===== src/rtl/seg7_scan_decoder.sv =====
// Multi-digit hex to 7-segment decoder with a double-buffered load path and a
// prescaled, time-multiplexed scan onto one shared segment bus.
module seg7_scan_decoder #(
  parameter int NUM_DIGITS = 4,
  parameter int DIV_W      = 16,
  parameter bit ACTIVE_LOW = 1'b0
) (
  input  logic                    clk,
  input  logic                    rst_n,
  input  logic                    in_valid,
  output logic                    in_ready,
  input  logic [4*NUM_DIGITS-1:0] in_data,
  input  logic [NUM_DIGITS-1:0]   in_dp,
  input  logic [DIV_W-1:0]        scan_div,
  input  logic                    blank_en,
  output logic [6:0]              seg_o,
  output logic                    dp_o,
  output logic [NUM_DIGITS-1:0]   dig_sel_o,
  output logic                    frame_done
);

  localparam int IDX_W = (NUM_DIGITS > 1) ? $clog2(NUM_DIGITS) : 1;
  localparam logic [IDX_W-1:0]      LAST_IDX = IDX_W'(NUM_DIGITS - 1);
  localparam logic [6:0]            SEG_POL  = {7{ACTIVE_LOW}};
  localparam logic                  DP_POL   = ACTIVE_LOW;
  localparam logic [NUM_DIGITS-1:0] SEL_POL  = {NUM_DIGITS{ACTIVE_LOW}};

  function automatic logic [6:0] hex2seg(input logic [3:0] h);
    logic [6:0] s;
    case (h)
      4'h0: s = 7'h3F;
      4'h1: s = 7'h06;
      4'h2: s = 7'h5B;
      4'h3: s = 7'h4F;
      4'h4: s = 7'h66;
      4'h5: s = 7'h6D;
      4'h6: s = 7'h7D;
      4'h7: s = 7'h07;
      4'h8: s = 7'h7F;
      4'h9: s = 7'h6F;
      4'hA: s = 7'h77;
      4'hB: s = 7'h7C;
      4'hC: s = 7'h39;
      4'hD: s = 7'h5E;
      4'hE: s = 7'h79;
      4'hF: s = 7'h71;
      default: s = 7'h00;
    endcase
    return s;
  endfunction

  logic [IDX_W-1:0]        idx;
  logic [DIV_W-1:0]        cnt;
  logic [4*NUM_DIGITS-1:0] active;
  logic [NUM_DIGITS-1:0]   active_dp;
  logic [4*NUM_DIGITS-1:0] shadow;
  logic [NUM_DIGITS-1:0]   shadow_dp;
  logic                    pending;

  logic                    advance;
  logic                    boundary;
  logic                    accept;
  logic [NUM_DIGITS-1:0]   nz;
  logic [NUM_DIGITS-1:0]   blank_mask;
  logic [3:0]              cur_nib;
  logic [6:0]              seg_n;
  logic                    dp_n;
  logic [NUM_DIGITS-1:0]   sel_n;

  // >= rather than == so that lowering scan_div mid-slot advances at once
  assign advance    = (cnt >= scan_div);
  assign boundary   = advance && (idx == LAST_IDX);
  assign accept     = in_valid && !pending;
  assign in_ready   = ~pending;
  assign frame_done = boundary;

  always_ff @(posedge clk or negedge rst_n) begin
    if (!rst_n) begin
      idx <= '0;
      cnt <= '0;
    end else if (advance) begin
      cnt <= '0;
      idx <= (idx == LAST_IDX) ? '0 : idx + 1'b1;
    end else begin
      cnt <= cnt + 1'b1;
    end
  end

  // Shadow commits only on a frame boundary; accept cannot coincide with a
  // commit because in_ready is low whenever pending is set.
  always_ff @(posedge clk or negedge rst_n) begin
    if (!rst_n) begin
      active    <= '0;
      active_dp <= '0;
      shadow    <= '0;
      shadow_dp <= '0;
      pending   <= 1'b0;
    end else begin
      if (boundary && pending) begin
        active    <= shadow;
        active_dp <= shadow_dp;
        pending   <= 1'b0;
      end
      if (accept) begin
        shadow    <= in_data;
        shadow_dp <= in_dp;
        pending   <= 1'b1;
      end
    end
  end

  // Digit k>0 is blanked when it and every more significant nibble are zero
  always_comb begin
    nz         = '0;
    blank_mask = '0;
    for (int unsigned i = 0; i < NUM_DIGITS; i++) begin
      nz[i] = |active[4*i +: 4];
    end
    for (int unsigned k = 1; k < NUM_DIGITS; k++) begin
      blank_mask[k] = blank_en && ((nz >> k) == '0);
    end
  end

  always_comb begin
    cur_nib    = active[4*idx +: 4];
    seg_n      = blank_mask[idx] ? 7'h00 : hex2seg(cur_nib);
    dp_n       = active_dp[idx];
    sel_n      = '0;
    sel_n[idx] = 1'b1;
  end

  always_ff @(posedge clk or negedge rst_n) begin
    if (!rst_n) begin
      seg_o     <= SEG_POL;
      dp_o      <= DP_POL;
      dig_sel_o <= SEL_POL;
    end else begin
      seg_o     <= seg_n ^ SEG_POL;
      dp_o      <= dp_n ^ DP_POL;
      dig_sel_o <= sel_n ^ SEL_POL;
    end
  end

endmodule


===== config.mk =====
export PLATFORM = sky130hd
export DESIGN_NAME = seg7_scan_decoder
export DESIGN_NICKNAME = d
export VERILOG_FILES = /design/src/rtl/seg7_scan_decoder.sv
export SDC_FILE = /design/constraint.sdc
export NUM_CORES = 1
export LEC_CHECK = 0
export ABC_AREA = 1
export BUFFER_PORTS_ARGS = -buffer_cell sky130_fd_sc_hd__clkbuf_2
export CAP_MARGIN = 10
export CORE_ASPECT_RATIO = 1.1
export CORE_UTILIZATION = 38
export CTS_CLUSTER_SIZE = 30
export DETAILED_ROUTE_END_ITERATION = 8
export GPL_TIMING_DRIVEN = 1
export SYNTH_ARGS = -nofsm -noshare
export SYNTH_HDL_FRONTEND = slang
export SYNTH_SLANG_ARGS = --single-unit

===== constraint.sdc =====
create_clock -name clk -period 2.5 [get_ports clk]
set_input_delay 0.375 -clock clk [delete_from_list [all_inputs] [get_ports clk]]
set_output_delay 0.375 -clock clk [all_outputs]
set_load 0.02 [all_outputs]

==> key figures <==
Synth
  – Synth top area share: 46.7%
  – Syn Area/Cell: ~9.0 µm²
  – Compound-cell area share of the yosys netlist: ~4.5%
  – Simple-Gate Fraction of Synth Area: 25.3%
  – Mux share of post-synthesis cell area: between 5 and 6%
  – Synthesized area: 3800 µm²
  – Synth area leader: dfrtp_1
  – Largest family of logic cells by synthesized area: simple AND/OR/NAND/NOR gates
  – Synth Net Count: 486
  – Warnings, synthesis: 0
  – Netlist cell types: 37
  – Synth top area cells: dfrtp_1, nand2_1, ha_1, mux2_2, inv_1
  – Post-Synth XOR/XNOR Area: roughly 1.2%
  – Sequential area share after synthesis: a little under half
  – Post-Synth Adder-Cell Area: between 8 and 9%
  – Flops & latches, synth: 71
  – Mapped Cells: between 400 and 500

GRT
  – Largest net degree at the start of global routing: 72
  – First-pass GRT wire length: between 10 and 15 mm
  – Antenna violations before repair: 0
  – Number of global-route vias before repair: between 2000 and 3000
  – Gr usage total: 15.4%
  – Grt ovf: 0

Finish
  – Antenna cell count: 0
  – Final nets: approximately 540
  – Final Non-Filler Cells: ~600
  – Synthesis-to-finish area growth: 15.0%
  – Share of cells above drive strength 1: between 20 and 25%
  – Post-layout instance area: roughly 4400 µm²
  – Util after Layout: 45.9%

Status
  – Outcome: finished clean

Clocking
  – Clk Latency, worst-skew pair: 0.34 ns
  – CTS clk-pin slew, worst paths: approximately 0.07 ns
  – CTS tree: built
  – Htree depth: 3
  – Post CTS Setup Buffer Count: 0
  – Root Buffer: clkbuf_8
  – CTS Buf Count: 9
  – Clock Sinks: 71
  – Clk buf depth: 2
  – Hold-fix buffers, CTS: 0

Floorplan
  – Floorplan Core Area: around 9500 µm²
  – IO Count: 54
  – Initial Utilization: roughly two fifths
  – Die Height: 107 µm
  – # rows: 37
  – Chip width: 97.4 µm
  – Full die area: about 10000 µm²

Critical path
  – Critical path type: register to primary output
  – Worst r2r dst: active[15]
  – Crit path max fanout: 5
  – CP arrival: slightly below 2 ns
  – CP startpoint kind: register
  – Crit. End Element: primary output
  – CP required: ~2.1 ns
  – Reg2reg path depth: 12
  – Crit Reg-Reg Startpoint: cnt[7]
  – Setup slack, reg-to-reg: 0.49 ns

STA
  – Min Hold Slack: approximately 0.034 ns
  – Rel. slew slack: a little under 70%
  – Setup TNS: 0 ns
  – Fmax achieved: 433 MHz
  – Setup Skew: 0.00827 ns
  – Final period util: between 90% and 100%
  – Final slew viol count: 0
  – Final hold viol count: 0
  – # setup viols final: 0
  – Final min period: 2.31 ns
  – Worst-Margin Slew: between 0.4 and 0.5 ns
  – RSZ-0062 raised after global routing: false

Power
  – Power density cells: 1040 nW/µm²
  – Leakage: around 2.3 nW
  – Max VDD drop: ~0.00041 V

Routing
  – Routed via count: 2897
  – Avg WL per Cell: between 10 and 15 µm
  – DR iter-0 viols: between 60 and 70
  – TritonRoute pass-1 iters: 4
  – Antenna viol nets, final: 0
  – Drt total wl: approximately 7.3 mm
  – Vias per cell: just under 5
  – DRC: 0

Placement
  – DP Area: slightly above 4000 µm²
  – Post-placement cell count: between 500 and 600
  – Placer congestion estimate: between 0.8 and 0.9
  – DP HPWL: 5.25 mm
  – I/O Buffers: 53

Run
  – Max_cap viols: 0

Worst hold path
  – Worst Hold Class: primary input to asynchronous set/reset pin
-- layer usage --
layer	GRT usage [%]	vias up	wire length [µm]
met5	0	-	0
li1	-	1492	-
met2	26.0	53	3490
met3	2.54	8	229
met1	19.6	1344	3490
met4	6.62	0	107
-- sequential cells by signal (all words and copies together) (netlist names) --
signal and flops:
idx 2, dp_o 1, active 16, shadow 16
dig_sel_o 4, pending 1, active_dp 4, seg_o 7
shadow_dp 4, cnt 16
-- metrics by stage --
step                      power (mW)  setup slack [ns]
after CTS                       4.59            0.0997
after detailed placement        3.59             0.441
after global placement          3.52             0.510
final                           4.53             0.188
after global routing            4.91           0.00746
after floorplan                 3.14             0.490
-- kinds of logic after synthesis --
kind of cell / Yosys count
flip-flops: 71
XOR/XNOR: 5
adder cells (fa/ha/maj): 25
AO/OA/AOI/OAI: 30
buffers and inverters: 66
AND/OR/NAND/NOR: 204
multiplexers: 20
-- power breakdown --
group	leakage [nW]	internal (mW)	total, mW	switching, mW
logic	1.34	0.670	1.69	1.02
registers	0.895	1.56	1.87	0.306
clock network	0.102	0.558	0.980	0.422
-- synth_stat cells, drive strengths merged --
master  number
o21ai       11
nand3       18
dfrtp       71
xor2         3
clkbuf       4
o211ai       1
nor3b        3
inv         52
or2          1
o22ai        1
xnor2        2
nand2      111
mux2        20
nor2        34
ha          25
o211a        1
and3         1
nor4         2
a21oi       15
buf         10
a31oi        1
nor3         9
nand4       25
-- layout by cell type, fill, tap and decap left out, drive strengths merged, types with 11 or more instances in the layout --
cell type and n:
ha 25, nor2 34, o21ai 11, clkbuf 61
mux2 20, nand2 111, a21oi 15, dfrtp 71
inv 52, nand3 18, nand4 25
-- layout make-up --
type	count	area [µm²]
clock inverters	6	85.1
well taps	117	146
fillers	957	5160
repair buffers	58	318
flip-flops and latches	71	1780
inverters	52	203
clock buffers	10	128
multi-input cells	284	1720
-- what timing repair did --
| action | in CTS | in global routing |
|---|---|---|
| endpoints found under the hold margin | 0 | 0 |
| resized for setup | 0 | 3 |
| endpoints found under the setup margin | 0 | 1 |
-- how the worst max path moves through the flow --
stage	start	endpoint	slack, ns	cells past startpoint
final	cnt[7]	frame_done	0.19	12
after global routing	cnt[7]	frame_done	0.007	12
after CTS	cnt[7]	frame_done	0.1	12
after detailed placement	scan_div[7]	active[1]	0.44	14
after global placement	scan_div[7]	active[0]	0.51	14
after floorplan	cnt[7]	frame_done	0.49	12
-- worst max-delay path, stage by stage, from the launching register on --
cell     delay (ns)
dfrtp_2        0.45
ha_1           0.31
nand2_1        0.05
inv_1          0.06
nand2_1        0.06
nor2_1         0.10
nor2_1         0.04
nand2_1        0.06
nand2_1        0.06
nand2_2        0.10
inv_1          0.07
nor2_1         0.09
buf_4          0.15
Note: power is estimated with default switching activity, not from simulation.
